`src/rtl/vend_pkg.sv`:
```
// Shared types, constants and the price helper for the vending machine sequencer.
// Money is counted in nickels throughout.
package vend_pkg;

    typedef enum logic [2:0] {
        INIT      = 3'd0,
        MONEY     = 3'd1,
        PURCHASED = 3'd2,
        REJECTION = 3'd3,
        REFUND    = 3'd4
    } state_t;

    localparam int NICKELS_PER_QUARTER = 5;

    // Each price tier is a whole number of quarters.
    function automatic logic [4:0] price_of(input logic [1:0] cost);
        return 5'((int'(cost) + 1) * NICKELS_PER_QUARTER);
    endfunction

endpackage

```
`src/rtl/vend_price_lookup.sv`:
```
// Combinational item code to price tier and price (in nickels).
module vend_price_lookup
    import vend_pkg::*;
(
    input  logic [3:0] button,
    output logic [1:0] cost,
    output logic [4:0] price
);

    always_comb begin
        cost = 2'd0;
        case (button)
            4'hF, 4'hB, 4'h7: cost = 2'd3;
            4'hE, 4'hA, 4'h6: cost = 2'd2;
            4'hD, 4'h9, 4'h5: cost = 2'd1;
            default:          cost = 2'd0;
        endcase
    end

    assign price = price_of(cost);

endmodule

```
`src/rtl/vend_ctrl.sv`:
```
// Vending machine sequencer: coin credit, selection, vend/reject/refund FSM.
// Optional REFUND_DIME_EN: refund pays out dimes while two or more nickels remain.
module vend_ctrl
    import vend_pkg::*;
#(
    parameter int MAX_BAL       = 40,
    parameter int REJECT_CYCLES = 100
) (
    input  logic       clk,
    input  logic       rst,
    input  logic       nickel,
    input  logic       dime,
    input  logic       sel_valid,
    input  logic [3:0] button,
    input  logic       cancel,
    output logic [5:0] balance,
    output logic [2:0] state,
    output logic       vend,
    output logic [3:0] vend_item,
    output logic       reject,
    output logic       coin_return,
    output logic       change_nickel,
    output logic       change_dime
);

    localparam int CW = (REJECT_CYCLES > 1) ? $clog2(REJECT_CYCLES) : 1;

    state_t          st;
    logic [CW-1:0]   cnt;
    logic [1:0]      unused_cost;
    logic [4:0]      price;
    logic [1:0]      inc;
    logic [6:0]      sum;
    logic            accepting;
    logic            fits;
    logic            credit;
    logic            coin_rej;
    logic [5:0]      bal_c;

    vend_price_lookup u_price (
        .button (button),
        .cost   (unused_cost),
        .price  (price)
    );

    // dime is worth two nickels, so the pair forms the increment directly
    assign inc       = {dime, nickel};
    assign sum       = {1'b0, balance} + {5'd0, inc};
    assign accepting = (st == INIT) || (st == MONEY) || (st == REJECTION);
    assign fits      = sum <= 7'(MAX_BAL);
    assign credit    = accepting && (inc != 2'd0) && fits;
    assign coin_rej  = (inc != 2'd0) && !(accepting && fits);
    assign bal_c     = credit ? sum[5:0] : balance;

    always_ff @(posedge clk or posedge rst) begin
        if (rst) begin
            st          <= INIT;
            balance     <= '0;
            vend_item   <= '0;
            cnt         <= '0;
            coin_return <= 1'b0;
        end else begin
            coin_return <= coin_rej;
            unique case (st)
                INIT: begin
                    balance <= bal_c;
                    if (credit) st <= MONEY;
                end
                MONEY: begin
                    balance <= bal_c;
                    if (cancel) begin
                        st <= (bal_c != 6'd0) ? REFUND : INIT;
                    end else if (sel_valid) begin
                        if (balance >= {1'b0, price}) begin
                            st        <= PURCHASED;
                            vend_item <= button;
                            balance   <= bal_c - {1'b0, price};
                        end else begin
                            st  <= REJECTION;
                            cnt <= CW'(REJECT_CYCLES - 1);
                        end
                    end
                end
                PURCHASED: begin
                    st <= (balance != 6'd0) ? REFUND : INIT;
                end
                REJECTION: begin
                    balance <= bal_c;
                    if (cancel) begin
                        st <= (bal_c != 6'd0) ? REFUND : INIT;
                    end else if (cnt == '0) begin
                        st <= MONEY;
                    end else begin
                        cnt <= cnt - 1'b1;
                    end
                end
                REFUND: begin
`ifdef REFUND_DIME_EN
                    if (balance >= 6'd2) begin
                        balance <= balance - 6'd2;
                        if (balance == 6'd2) st <= INIT;
                    end else begin
                        balance <= balance - 6'd1;
                        st      <= INIT;
                    end
`else
                    balance <= balance - 6'd1;
                    if (balance == 6'd1) st <= INIT;
`endif
                end
                default: st <= INIT;
            endcase
        end
    end

    assign state  = st;
    assign vend   = (st == PURCHASED);
    assign reject = (st == REJECTION);
`ifdef REFUND_DIME_EN
    assign change_dime   = (st == REFUND) && (balance >= 6'd2);
    assign change_nickel = (st == REFUND) && (balance == 6'd1);
`else
    assign change_dime   = 1'b0;
    assign change_nickel = (st == REFUND);
`endif

endmodule

```
`config.mk`:
```
export PLATFORM = sky130hd
export DESIGN_NAME = vend_ctrl
export DESIGN_NICKNAME = d
export VERILOG_FILES = /design/src/rtl/vend_pkg.sv /design/src/rtl/vend_price_lookup.sv /design/src/rtl/vend_ctrl.sv
export SDC_FILE = /design/constraint.sdc
export NUM_CORES = 1
export LEC_CHECK = 0
export ABC_AREA = 0
export BUFFER_PORTS_ARGS = -buffer_cell sky130_fd_sc_hd__clkbuf_2
export CAP_MARGIN = 20
export CORE_MARGIN = 4
export CORE_UTILIZATION = 53
export CTS_CLUSTER_SIZE = 12
export DETAILED_ROUTE_END_ITERATION = 7
export GPL_TIMING_DRIVEN = 0
export PLACE_DENSITY = 0.74
export SKIP_LAST_GASP = 1
export SYNTH_ARGS = -nofsm -noshare
export SYNTH_HDL_FRONTEND = slang
export SYNTH_SLANG_ARGS = --single-unit
```
`constraint.sdc`:
```
create_clock -name clk -period 5.45 [get_ports clk]
set_input_delay 0.2725 -clock clk [delete_from_list [all_inputs] [get_ports clk]]
set_output_delay 0.2725 -clock clk [all_outputs]
set_load 0.01 [all_outputs]
```
# --- Yosys cells after proc, flatten, opt, wreduce, memory -nomap -nowiden ---
# Memories as Yosys holds them, arrays and structs flattened.
# Index checks and enable logic that the tools add are counted.
word_totals:
  regBits: 21
  romBits: 32
  input_bits: 10
  memories: 1
memory_table:
  columns: ["name", "depth", "word_bits", "read_ports", "rd_clocked_by_memory_dff", "write_ports", "line_no", "text"]
  rows:
  - ["(no name shown)", 16, 2, 1, 0, 0, "vend_price_lookup.sv:12", "case (button)"]
classes:
  addsub: 5
  n_mul: 1
  magnitude_cmp: 2
  eq_ne: 14
  n_mux: 21
  bitwise: 1
  reduce_logical: 18
op_table:
  columns: ["op", "n"]
  rows:
  - ["$mux W7", 5]
  - ["$mul A32 B4 Y5 const B", 1]
  - ["$mux W3", 8]
  - ["$mux W6", 4]
  - ["$pmux W6 S3", 1]
  - ["$pmux W3 S5", 1]
  - ["$pmux W7 S2", 1]
  - ["$ne A2 B2 Y1 const B", 6]
  - ["$reduce_bool A6 Y1", 2]
  - ["$reduce_and A4 Y1", 2]
  - ["$add A6 B2 Y7", 1]
  - ["$le A7 B6 Y1 const B", 1]
  - ["$logic_not A7 Y1", 1]
  - ["$sub A7 B1 Y7 const B", 1]
  - ["$eq A3 B2 Y1 const B", 2]
  - ["$eq A6 B1 Y1 const B", 1]
  - ["$ge A6 B5 Y1", 1]
  - ["$reduce_and A6 Y1", 1]
  - ["$sub A6 B1 Y6 const B", 1]
  - ["$sub A6 B5 Y6", 1]
  - ["$logic_and A1 B1 Y1", 4]
  - ["$reduce_bool A2 Y1", 2]
  - ["$add A2 B1 Y3 const B", 1]
  - ["$eq A3 B1 Y1 const B", 1]
  - ["11 further kinds", 12]

# --- Depth between registers and ports, before layout ---
depth:
  depth_word: 11
  ltp_mapped: 15
  mapped_depth_nobuf: 15

# --- By module ---
# Synthesis repeated with hierarchy kept, for this count alone.
unflattened:
  cells_unflattened: 272
  area_unflattened_um2: 2150.8
by_module_without_submodules:
  columns: ["module", "instances", "cells_per_inst", "area_per_inst_um2"]
  rows:
  - ["vend_ctrl", 1, 262, 2097.0]
  - ["vend_price_lookup", 1, 10, 53.8]

# --- Worst setup path after synthesis ---
# No wires, ideal clock.
synth_path:
  path_type: "reg-to-reg"
  start: "register balance[0]"
  end: "register balance[5]"
  arrival_ns: 4.275
  required_ns: 5.379
  setup_slack_ns: 1.104
  path_stages_with_launch: 16
  path_buffers: 0
  period_less_slack_ns: 4.346
  cell_sequence: "dfrtp_1 -> ha_1 -> inv_1 -> fa_1 -> or4b_4 -> a31oi_4 -> o21ai_4 -> nor2_1 -> o21a_1 -> ha_1 -> nor2b_1 -> o21a_1 -> a311o_1 -> or4_1 -> or3_1 -> nand4_1"
synth_between:
  elab_chain_cells: 9
synth_lines:
  columns: ["item", "line_no", "text"]
  rows:
  - ["start: declaration", "vend_ctrl.sv:16", "output logic [5:0] balance,"]
  - ["start signal: assignment", "vend_ctrl.sv:66", "balance <= bal_c;"]
  - ["start signal: assignment", "vend_ctrl.sv:70", "balance <= bal_c;"]
  - ["start signal: assignment", "vend_ctrl.sv:77", "balance <= bal_c - {1'b0, price};"]
  - ["$add A6 B2 Y7", "vend_ctrl.sv:48", "assign sum = {1'b0, balance} + {5'd0, inc};"]
  - ["$le A7 B6 Y1", "vend_ctrl.sv:50", "assign fits = sum <= 7'(MAX_BAL);"]
  - ["$logic_and A1 B1 Y1", "vend_ctrl.sv:51", "assign credit = accepting && (inc != 2'd0) && fits;"]
  - ["$mux W6", "vend_ctrl.sv:53", "assign bal_c = credit ? sum[5:0] : balance;"]
  - ["$sub A6 B5 Y6", "vend_ctrl.sv:77", null]
  - ["$mux W6", "vend_ctrl.sv:74", "if (balance >= {1'b0, price}) begin"]
  - ["$mux W6", "vend_ctrl.sv:73", "end else if (sel_valid) begin"]
  - ["$mux W6", "vend_ctrl.sv:71", "if (cancel) begin"]
  - ["$pmux W6 S3 (*)", "vend_ctrl.sv:64", "unique case (st)"]
# Every way passes the cells marked *; elsewhere a longest branch is shown, timed or not.
# A chain may end at the register's enable or synchronous reset.

# --- Worst setup path after layout ---
# Same ends and word-level chain as after synthesis.

==> impl_metrics.py <==
metrics = {
    "sta": {
        "setup_viol": 0,
        "fmax_ghz": 0.2063,
        "period_needed_ps": 4847,
        "rsz0062_at_grt": "no",
        "final_hold_viol_count": 0,
        "timing.final.max_slew_violations": 0,
        "tightestPinTransition_ps": 1148,
        "fin_worst_skew_ps": 3.176,
        "worst_slew_margin_rel_pct": 23.27,
        "fin_crit_sh_pct": 88.93,
        "setup_total_negative_slack_ps": 0,
    },
    "layout": {
        "layout.filler_cells": 330,
        "fin_nets": 315,
        "layout_cell_share_with_drive_strength_beyond_1_pct": 15.55,
        "num_antenna_cells": 0,
        "post_layout_nonfiller_instances": 331,
        "area_growth_syn_to_layout_pct": 11.20,
        "seq_area_um2": 525.5,
        "multi_input_area_mm2": 0.001476,
    },
    "synthesis": {
        "post_synth_instance_area_mm2": 0.002133,
        "synth_edf_count": 0,
        "yosys.cell_types.count": 55,
        "synth-warning-count": 0,
        "synth-main-ff-cell": "sky130_fd_sc_hd__dfrtp_1",
        "syn_avg_cell_area_um2": 8.432,
        "postSynthRegisterBits": 21,
        "synthTopCellsByArea": "sky130_fd_sc_hd__dfrtp_1 25%, sky130_fd_sc_hd__ha_1 11%, sky130_fd_sc_hd__inv_1 3.7%, sky130_fd_sc_hd__nor2_1 3.5%, sky130_fd_sc_hd__nand2_1 3.3%",
        "ys_seq_area_share_pct": 24.63,
        "post_synth_inst_count": 253,
        "yosysTopAreaCell": "sky130_fd_sc_hd__dfrtp_1",
        "mappedNetlistNets": 284,
        "synthArstFlopShare_pct": 100.0,
        "netlist.area_leader.share_pct": 24.63,
        "post_synth_most_frequent_cells": "21 x sky130_fd_sc_hd__dfrtp_1, 21 x sky130_fd_sc_hd__inv_1, 20 x sky130_fd_sc_hd__nor2_1, 19 x sky130_fd_sc_hd__ha_1, 19 x sky130_fd_sc_hd__nand2_1",
    },
    "critical_path": {
        "cp_slowest_stage_delay_ps": 570,
        "timing_worst_setup_path_type": "register to register",
        "worstPathArrival_ps": 5060,
        "cp_max_fo": 9,
        "end_kind": "register",
        "timing.critical_path.slowest_stage_cell": "sky130_fd_sc_hd__fa_1",
        "worst_ep_required_time_ps": 5660,
        "startpoint_type": "register",
        "worstPathCellList": "ha_1 -> inv_1 -> fa_1 -> or4b_4 -> a31oi_4 -> o21ai_4 -> nor2_1 -> o21a_1 -> ha_1 -> nor2b_1 -> o21a_1 -> a311o_1 -> or4_1 -> or3_1 -> nand4_1",
    },
    "clock_network": {
        "holdBufCountCts": 0,
        "tritoncts_num_sinks": 21,
        "cts_tree": "done",
        "cts_setup_buffers": 0,
        "clock_insertion_delay_at_the_later_pin_of_the_skew_report_ps": 270,
        "cts.repair.resized": 0,
        "numCtsBuffers": 3,
        "cts-root-to-sink-buffers": 2,
        "cts-htree-levels": 1,
        "cts.reportedPaths.clkPinSlew_ps": 80,
        "clock-root-buffer": "sky130_fd_sc_hd__clkbuf_8",
    },
    "power_and_ir_drop": {
        "pwr_density_cell_mw_per_mm2": 591.2,
        "totalPowerFinal_w": 0.001403,
        "ir_drop_mv": 0.2550,
        "leakage_nw": 1.079,
    },
    "floorplan": {
        "rows": 22,
        "die_w_um": 71.45,
        "start_util_pct": 56.57,
        "floorplan.die.height_um": 71.45,
        "floorplan.core_area_mm2": 0.003771,
        "io_pins": 28,
        "design.die.area_mm2": 0.005104,
    },
    "global_routing": {
        "globalRoute.totalOverflow": 0,
        "pin_count_of_the_biggest_net_entering_global_routing": 22,
        "via_count_of_the_first_global_routing_pass": 2036,
        "gr-usage-all-layers_pct": 23.56,
        "antenna_violations_before_repair": 0,
        "grt_pass1_wl_um": 9639,
    },
    "place": {
        "detailedPlacementHpwl_um": 4406,
        "globalplace.congestion": 0.9542,
        "portBuffers": 26,
        "dpl.cell_count": 327,
    },
    "detailed_routing": {
        "post_drt_wl_per_cell_um": 17.15,
        "aggregate_routed_wire_length_um": 5678,
        "routed-via-count": 2086,
        "route.met2.wl_um": 2686,
        "topRoutingLayerUsed": "met4",
        "drt-initial-drc-count": 208,
        "route.layer.met1.wl_um": 2545,
        "drt_first_pass_iters": 4,
        "vias_per_cell": 6.302,
        "final_antenna_net_count": 0,
        "drc": 0,
        "met3_wirelength_um": 362,
    },
    "flow_run": {
        "max_cap_viol_count": 0,
    },
    "outcome": {
        "run_status": "complete, no violations",
    },
    "min_path": {
        "min-delay-path-class": "primary input to asynchronous set/reset pin",
    },
}
## stage by stage
stage / cell area (um2) / util [%] / hold WS [ps] / worst slack [ps]
4_1_cts: 2372 / 62.91 / 167.0 / 654.2
5_1_grt: 2372 / 62.91 / 205.2 / 361.3
3_3_place_gp: 2323 / 61.61 / 461.3 / 698.0
2_1_floorplan: 2133 / - / 249.0 / 1104
3_5_place_dp: 2323 / 61.61 / 465.4 / 701.5
6_report: 2372 / 62.91 / 114.8 / 603.4
## layout make-up
cell class,instances,share of cell area [%]
Buffer,11,2.215
Clock buffer,3,1.741
Clock inverter,1,0.3165
Inverter,21,3.323
Multi-Input combinational cell,200,62.24
Sequential cell,21,22.15
Tap cell,48,2.532
Timing Repair Buffer,26,5.485
## report_power, final
group          leakage, nW  total, W  internal [W]  switching, W
Combinational        0.798   0.00100      0.000424      0.000576
Clock               0.0217  0.000110     0.0000519     0.0000576
Sequential           0.260  0.000293      0.000219     0.0000742
Total                 1.08   0.00140      0.000694      0.000708
## path summary, 6_finish.rpt
| path | from | end | slack, ps | depth (start not counted) |
|---|---|---|---|---|
| worst max-delay path | balance[0] | balance[5] | 600 | 15 |
| worst min-delay path | rst | balance[3] | 110 | 2 |
| worst max register to register | balance[0] | balance[5] | 600 | 15 |
| worst min register to register | cnt[0] | cnt[0] | 510 | 1 |
| max in group asynchronous | rst | balance[1] | 4840 | 2 |
| min in group clk | button[0] | vend_item[0] | 240 | 2 |
## state kept, by name (all words and copies together), names as in the netlist
register / flops
balance: 6
cnt: 7
coin_return: 1
state: 3
vend_item: 4
## placed cells by master (no fill, tap or decap), drive strengths merged, types with 4 or more instances in the layout
cell type	instances
ha	19
nor2	20
mux2	5
clkbuf	36
o21ai	11
xor2	5
inv	21
dfrtp	21
a211oi	4
nand2	19
nand3	11
nor3	10
buf	4
nor2b	7
xnor2	7
o211ai	5
or3	4
a21o	4
a21oi	10
## metal layers
metal / vias to the layer above / GRT usage, %
met4: 0 / 8.351
met3: 9 / 2.945
met2: 90 / 38.67
met5: - / 0
met1: 992 / 31.83
li1: 995 / -
## cell families (layout without fill, tap and decap cells)
logic type / Yosys count / after routing / synth area share [%]
other: 1 / 1 / 0.1758
flip-flops: 21 / 21 / 24.63
multiplexers: 8 / 8 / 4.047
adder cells (fa/ha/maj): 21 / 21 / 13.02
AND/OR/NAND/NOR: 88 / 88 / 21.47
AO/OA/AOI/OAI: 70 / 70 / 25.57
buffers and inverters: 32 / 62 / 6.159
XOR/XNOR: 12 / 12 / 4.927
## worst max-delay path, delay by kind of cell (launching register included)
kind | cells | cell delay, ps
and+or+nand+nor | 6 | 1920
DFF | 1 | 510
adders and majority gates | 3 | 1100
buffers and inverters | 1 | 70
AOI/OAI and AO/OA | 5 | 1180
Power figures use the tool's default switching activity.
